$ cat src/rtl/sync_dr_tx.sv
// Synchronous-to-dual-rail transmitter: encodes a binary word as a 4-phase
// dual-rail token and waits on synchronized C-element completion of all acks.
module sync_dr_tx #(
  parameter int WIDTH       = 4,
  parameter int NUM_ACK     = 4,
  parameter int SYNC_STAGES = 2
) (
  input  logic               clk,
  input  logic               rst,
  input  logic               in_valid,
  input  logic [WIDTH-1:0]   in_data,
  output logic               in_ready,
  output logic [WIDTH-1:0]   dr_t,
  output logic [WIDTH-1:0]   dr_f,
  input  logic [NUM_ACK-1:0] ack_in,
  output logic               busy,
  output logic [15:0]        tx_count,
  output logic               proto_err
);

  if (SYNC_STAGES < 2) begin : g_bad_sync
    $error("SYNC_STAGES must be at least 2");
  end

  typedef enum logic [1:0] {WAIT_LOW, IDLE, DATA, SPACER} state_e;

  state_e             state_q, state_d;
  logic [WIDTH-1:0]   dr_t_q, dr_t_d;
  logic [WIDTH-1:0]   dr_f_q, dr_f_d;
  logic [15:0]        cnt_q, cnt_d;
  logic               err_q, err_d;
  logic [NUM_ACK-1:0] sync_q [SYNC_STAGES];
  logic [NUM_ACK-1:0] ack_s;
  logic               all_hi, all_lo;

  // Sync flops reset high so a reset looks like a full pipeline until the
  // real (low) acks have propagated through the chain.
  always_ff @(posedge clk) begin
    if (rst) begin
      for (int i = 0; i < SYNC_STAGES; i++) sync_q[i] <= '1;
    end else begin
      sync_q[0] <= ack_in;
      for (int i = 1; i < SYNC_STAGES; i++) sync_q[i] <= sync_q[i-1];
    end
  end

  assign ack_s  = sync_q[SYNC_STAGES-1];
  assign all_hi = &ack_s;
  assign all_lo = ~|ack_s;

  // NOTE: sequential state uses non-blocking assignments so every flop
  // samples the pre-edge values regardless of statement order.
  always_ff @(posedge clk) begin
    if (rst) begin
      state_q <= WAIT_LOW;
      dr_t_q  <= '0;
      dr_f_q  <= '0;
      cnt_q   <= '0;
      err_q   <= 1'b0;
    end else begin
      state_q <= state_d;
      dr_t_q  <= dr_t_d;
      dr_f_q  <= dr_f_d;
      cnt_q   <= cnt_d;
      err_q   <= err_d;
    end
  end

  // NOTE: every variable gets a hold default first so no path infers a latch.
  always_comb begin
    state_d = state_q;
    dr_t_d  = dr_t_q;
    dr_f_d  = dr_f_q;
    cnt_d   = cnt_q;
    err_d   = err_q;
    unique case (state_q)
      WAIT_LOW: begin
        dr_t_d = '0;
        dr_f_d = '0;
        if (all_lo) state_d = IDLE;
      end
      IDLE: begin
        if (!all_lo) err_d = 1'b1;
        if (in_valid) begin
          dr_t_d  = in_data;
          dr_f_d  = ~in_data;
          state_d = DATA;
        end
      end
      DATA: begin
        // Mixed acks leave the token on the rails indefinitely.
        if (all_hi) begin
          dr_t_d  = '0;
          dr_f_d  = '0;
          state_d = SPACER;
        end
      end
      SPACER: begin
        if (all_lo) begin
          cnt_d   = cnt_q + 16'd1;
          state_d = IDLE;
        end
      end
      default: begin
        dr_t_d  = '0;
        dr_f_d  = '0;
        state_d = WAIT_LOW;
      end
    endcase
  end

  assign in_ready  = (state_q == IDLE);
  assign busy      = (state_q == DATA) || (state_q == SPACER);
  assign dr_t      = dr_t_q;
  assign dr_f      = dr_f_q;
  assign tx_count  = cnt_q;
  assign proto_err = err_q;

endmodule
$ cat config.mk
export PLATFORM = sky130hd
export DESIGN_NAME = sync_dr_tx
export DESIGN_NICKNAME = d
export VERILOG_FILES = /design/src/rtl/sync_dr_tx.sv
export SDC_FILE = /design/constraint.sdc
export NUM_CORES = 1
export LEC_CHECK = 0
export CAP_MARGIN = 30
export CORE_MARGIN = 4
export CORE_UTILIZATION = 30
export DETAILED_ROUTE_END_ITERATION = 6
export SYNTH_ARGS = -nofsm -noshare
export SYNTH_HDL_FRONTEND = slang
export SYNTH_SLANG_ARGS = --single-unit
$ cat constraint.sdc
create_clock -name clk -period 2.5 [get_ports clk]
set_input_delay 0.5 -clock clk [delete_from_list [all_inputs] [get_ports clk]]
set_output_delay 0.5 -clock clk [all_outputs]
set_load 0.03 [all_outputs]
### Yosys cells after proc, flatten, opt, wreduce, memory -nomap -nowiden

Memory sizes are Yosys's and may differ from the RTL's.
Index checks and enable logic that the tools add are counted.

| storage, ports and cells | value |
|---|---|
| register bits | 27 |
| RAM bits | 8 |
| input port bits | 11 |
| output and inout port bits | 27 |
| logic and storage cells | 41 |
| memories kept | 1 |

| cells by class | value |
|---|---|
| add/sub/neg operators | 1 |
| equality and inequality tests | 6 |
| muxes and demuxes | 14 |
| bitwise gates (word level) | 4 |
| reductions and logical operators | 10 |

Memories:

| name | words | width | rd ports | clocked after Yosys merged registers in | write ports | RTL line | source |
|---|---|---|---|---|---|---|---|
| sync_q | 2 | 4 | 2 | 0 | 2 | 32 | `logic [NUM_ACK-1:0] sync_q [SYNC_STAGES];` |

Operators by type and width:

| operator | number |
|---|---|
| $pmux 4 s3 | 2 |
| $mux 4 | 5 |
| $add 16x1->16 const B | 1 |
| $mux 2 | 3 |
| $ne 2x2->1 const B | 3 |
| $pmux 2 s3 | 1 |
| $reduce_and 3->1 | 2 |
| $eq 2x2->1 const B | 2 |
| $not 4->4 | 1 |
| $reduce_and 2->1 | 2 |
| $reduce_and 4->1 | 1 |
| $reduce_or 4->1 | 1 |
| $mux 1 | 3 |
| $reduce_bool 3->1 | 1 |
| $eq 2x1->1 const B | 1 |
| $logic_not 2->1 | 1 |
| $or 1x1->1 | 2 |
| $reduce_or 2->1 | 1 |
| $logic_or 1x1->1 | 1 |
| $not 1->1 | 1 |

### Logic depth before layout (Yosys ltp)

Gate-level depths: netlist of run 1.

| logic depth | value |
|---|---|
| word-level depth | 4 |
| depth in mapped cells | 6 |
| mapped depth without buffers | 5 |

### Least setup slack after synthesis of run 1

Ideal clock, no wire load.

| timing path | value |
|---|---|
| path kind | register to register |
| start point | memory sync_q[1][1], in the netlist sync_q[0][5] |
| end point | register cnt_q[15], in the netlist tx_count[15] |
| setup time | 71 ps |
| arrival | 2,187 ps |
| required time | 2,429 ps |
| slack | 243 ps |
| cell stages (with the launch flop) | 7 |
| path buffers | 2 |
| period minus slack after synthesis | 2,257 ps |
| cell sequence | dfxtp_1 -> or4_4 -> buf_6 -> or4_4 -> buf_6 -> or4_1 -> a21oi_1 |

RTL lines:

| what | RTL line | source |
|---|---|---|
| start, declared | 32 |  |
| end signal, assigned | 64 | `cnt_q <= cnt_d;` |
| end, declared | 30 | `logic [15:0] cnt_q, cnt_d;` |

### Worst setup path in the final report of run 1

| timing path | value |
|---|---|
| start point | register state_q[0] |
| end point | output busy |

| between the ends | value |
|---|---|
| word-level cells in the longest chain between the ends | 2 |
| elaborated cells on any way between the ends | 3 |
| those cells by class | 2 x eq/ne; 1 x reduce/logical |

Ends and longest elaborated chain:

| what | RTL line | source |
|---|---|---|
| start, declared | 27 | `state_e state_q, state_d;` |
| start signal, assigned | 61 | `state_q <= state_d;` |
| $eq 2x2->1 | 113 | `assign busy = (state_q == DATA) \|\| (state_q == SPACER);` |
| $logic_or 1x1->1 (*) | 113 |  |
| end, declared | 16 | `output logic busy,` |

Mark *: on every way between the ends. The rest lies on a longest branch, timed or not.

==> metrics, run 1 <==
status=finished, final reports clean; clk_lat worst skew=280 ps; FMAX=0.425 GHz; Synth area leader=dfxtp_1; Tcrit/Tclk final=0.940; drt wl/cell=11.4 um; total grt overflow=0; Flop pwr share=0.449; Vias/cell=4.70; initial antenna violation count=0; worst clock skew=2.72 ps; DP HPWL=2250 um; ys async rst share=0; cell leakage power=0.666 nW; count of final hold-check violations=0; Worst Setup SP=state_q[0]; syn_nets=179; hold path start=sync_q[0][1]; Hold-fix buffers, CTS=0; most frequent cell after synthesis=dfxtp_1; WP data required=2000 ps; pins over their slew limit=0; final hold slack=410 ps; Final TNS setup=0 ps; Total Routing Usage GR=0.110; Pwr Density=694 mW/mm^2; final setup fails=0; CTS tree=yes; first-pass GRT wire length=5150 um; drt first pass iters=4; Worst Path Max Fanout=3; clk slew on worst S/H paths=70 ps; sequential fraction of the synthesis area=0.481; cell count after synthesis=164; Final ANT Viol Nets=0; Slew HR=0.538; Seq cells post-synth=35; die area=0.00604 sq mm; Internal=0.964 mW; detailed-route DRC error count=0; main flop type after synthesis=dfxtp_1; Ant. Diodes=0; P_sw=0.413 mW; Synth Warn #=0; Commonest cells post-synth=35 x dfxtp_1, 20 x a21oi_1, 10 x nand3_1, 10 x nor2_1, 10 x o21ai_0; Post-synth EDFFs=0; placed instance count=263; Post-Layout Cell Count=270; DR iter-0 viols=61; clock sink count=35; Clk pwr share=0.297; CP Capture Type=output port; Total Power=1.38 mW; Die H=77.7 um; pin count of the biggest net entering global routing=23; total CTS buffers=5; Area growth, synth to finish=36.1%; via count=1269; count of cell types in the netlist=27; Tmin final=2350 ps; setup slack, reg-to-reg=290 ps; Routed WL=3090 um; Core Area=0.00472 sq mm; total of max-cap violations=0; synthesized area per cell=8.89 sq um; vias in the first global route=1144; Reg-to-Reg Start=sync_q[0][5]; Worst-Margin Slew=691 ps; Setup crit start kind=flop; Sw Share=0.300; Initial Utilization=0.309; Filler cells=497; setup ws final=149 ps; PortBufs=37; Worst Path Arrival=1850 ps; worst vdd ir=0.477 mV; Worst Path Class, Setup=flop to output port; setup bufs post-CTS=0; Clock Path Buffers=2; Final #Nets=218; root buf cell=clkbuf_8; hold crit path type=flop to flop; layout cell share with drive strength beyond 1=0.118; synth top area cells=dfxtp_1 48%, a21oi_1 6.9%, or2_2 3.9%; Die W=77.7 um; share of the synthesized area in the top cell type=0.481; post-synthesis cell area=0.00146 sq mm; H-tree depth=2; Combinational Power Share=0.254; dpl ws=307 ps; # IOs=38; Placer Congestion=0.802; RSZ-0062 raised after global routing=false; # rows=25
-- cells in the final DEF (no fill, tap or decap) --
master,count
xor2_1,3
or2_2,9
nand3_1,10
ha_2,1
clkdlybuf4s50_1,37
clkbuf_8,6
nor3_1,2
xnor2_1,3
ha_1,3
dfxtp_1,35
inv_1,6
o21ai_1,7
nor2_1,10
o21ai_0,10
a21oi_1,20
nor4_1,2
mux2_2,1
clkinv_2,1
nand4_1,4
o31ai_1,2
or4_4,2
or3_1,7
and4_1,1
or4_1,2
buf_4,4
a22o_1,1
nand2_1,6
a221oi_1,1
nand3b_1,5
and3_1,2
-- cells by family after synthesis --
| family | share of synthesized area |
|---|---|
| AO/OA/AOI/OAI | 0.149 |
| XOR/XNOR | 0.0361 |
| adder cells (fa/ha/maj) | 0.0343 |
| buffers and inverters | 0.0489 |
| flip-flops | 0.481 |
| multiplexers | 0.00772 |
| AND/OR/NAND/NOR | 0.243 |
-- power by group through the flow --
stage / sequential (mW) / clock [mW] / combinational (mW)
global placement: 0.630 / 0 / 0.353
detailed placement: 0.631 / 0 / 0.349
CTS: 0.618 / 0.427 / 0.352
floorplan: 0.663 / 0 / 0.185
global route: 0.622 / 0.452 / 0.382
finish: 0.618 / 0.409 / 0.350
-- metal layers --
layer,up-vias,GRT usage,part of all wire
met5,-,0,0
met3,5,0.0418,0.069
met1,580,0.129,0.44
met2,26,0.170,0.48
li1,658,-,-
met4,0,0.0641,0.018
-- path summary, 6_finish.rpt --
check                 endpoint  cells after the start
setup / recovery          busy                      4
hold / removal    sync_q[0][5]                      1
setup reg to reg  tx_count[15]                      4
hold reg to reg   sync_q[0][5]                      1
-- critical path, stage by stage, from the launching register on --
cell and delay, ps:
dfxtp_1 370, inv_1 80, ha_1 220, or2_2 300, clkdlybuf4s50_1 600
-- timing repair --
action,4_1_cts,5_1_grt
endpoints found under the setup margin,0,1
hold endpoints to repair,0,0
gates resized for setup,0,1
-- registers in the layout, indices dropped and copies added (netlist names) --
signal / cells
sync_q: 8
state_q: 2
tx_count: 16
proto_err: 1
dr_f: 4
dr_t: 4
-- metrics by stage --
stage | utilization | area (sq um)
3_3_place_gp | 0.401 | 1890
6_report | 0.420 | 1980
2_1_floorplan | - | 1460
5_1_grt | 0.420 | 1980
3_5_place_dp | 0.401 | 1890
4_1_cts | 0.419 | 1980
-- final cells by class --
cell class	count	area, sq um	area share
Sequential cell	35	701	0.353
Multi-Input combinational cell	114	688	0.347
Timing Repair Buffer	41	400	0.202
Tap cell	67	83.8	0.0423
Clock buffer	6	82.6	0.0416
Inverter	6	22.5	0.0114
Clock inverter	1	5.00	0.00252
Note: power is estimated with default switching activity, not from simulation.
==> run 2: changes to the inputs <==
Settings changed: HOLD_SLACK_MARGIN set to 0.15.
==> results of run 2 <==
The final DEF is identical to that of run 1; final timing and power are the same.
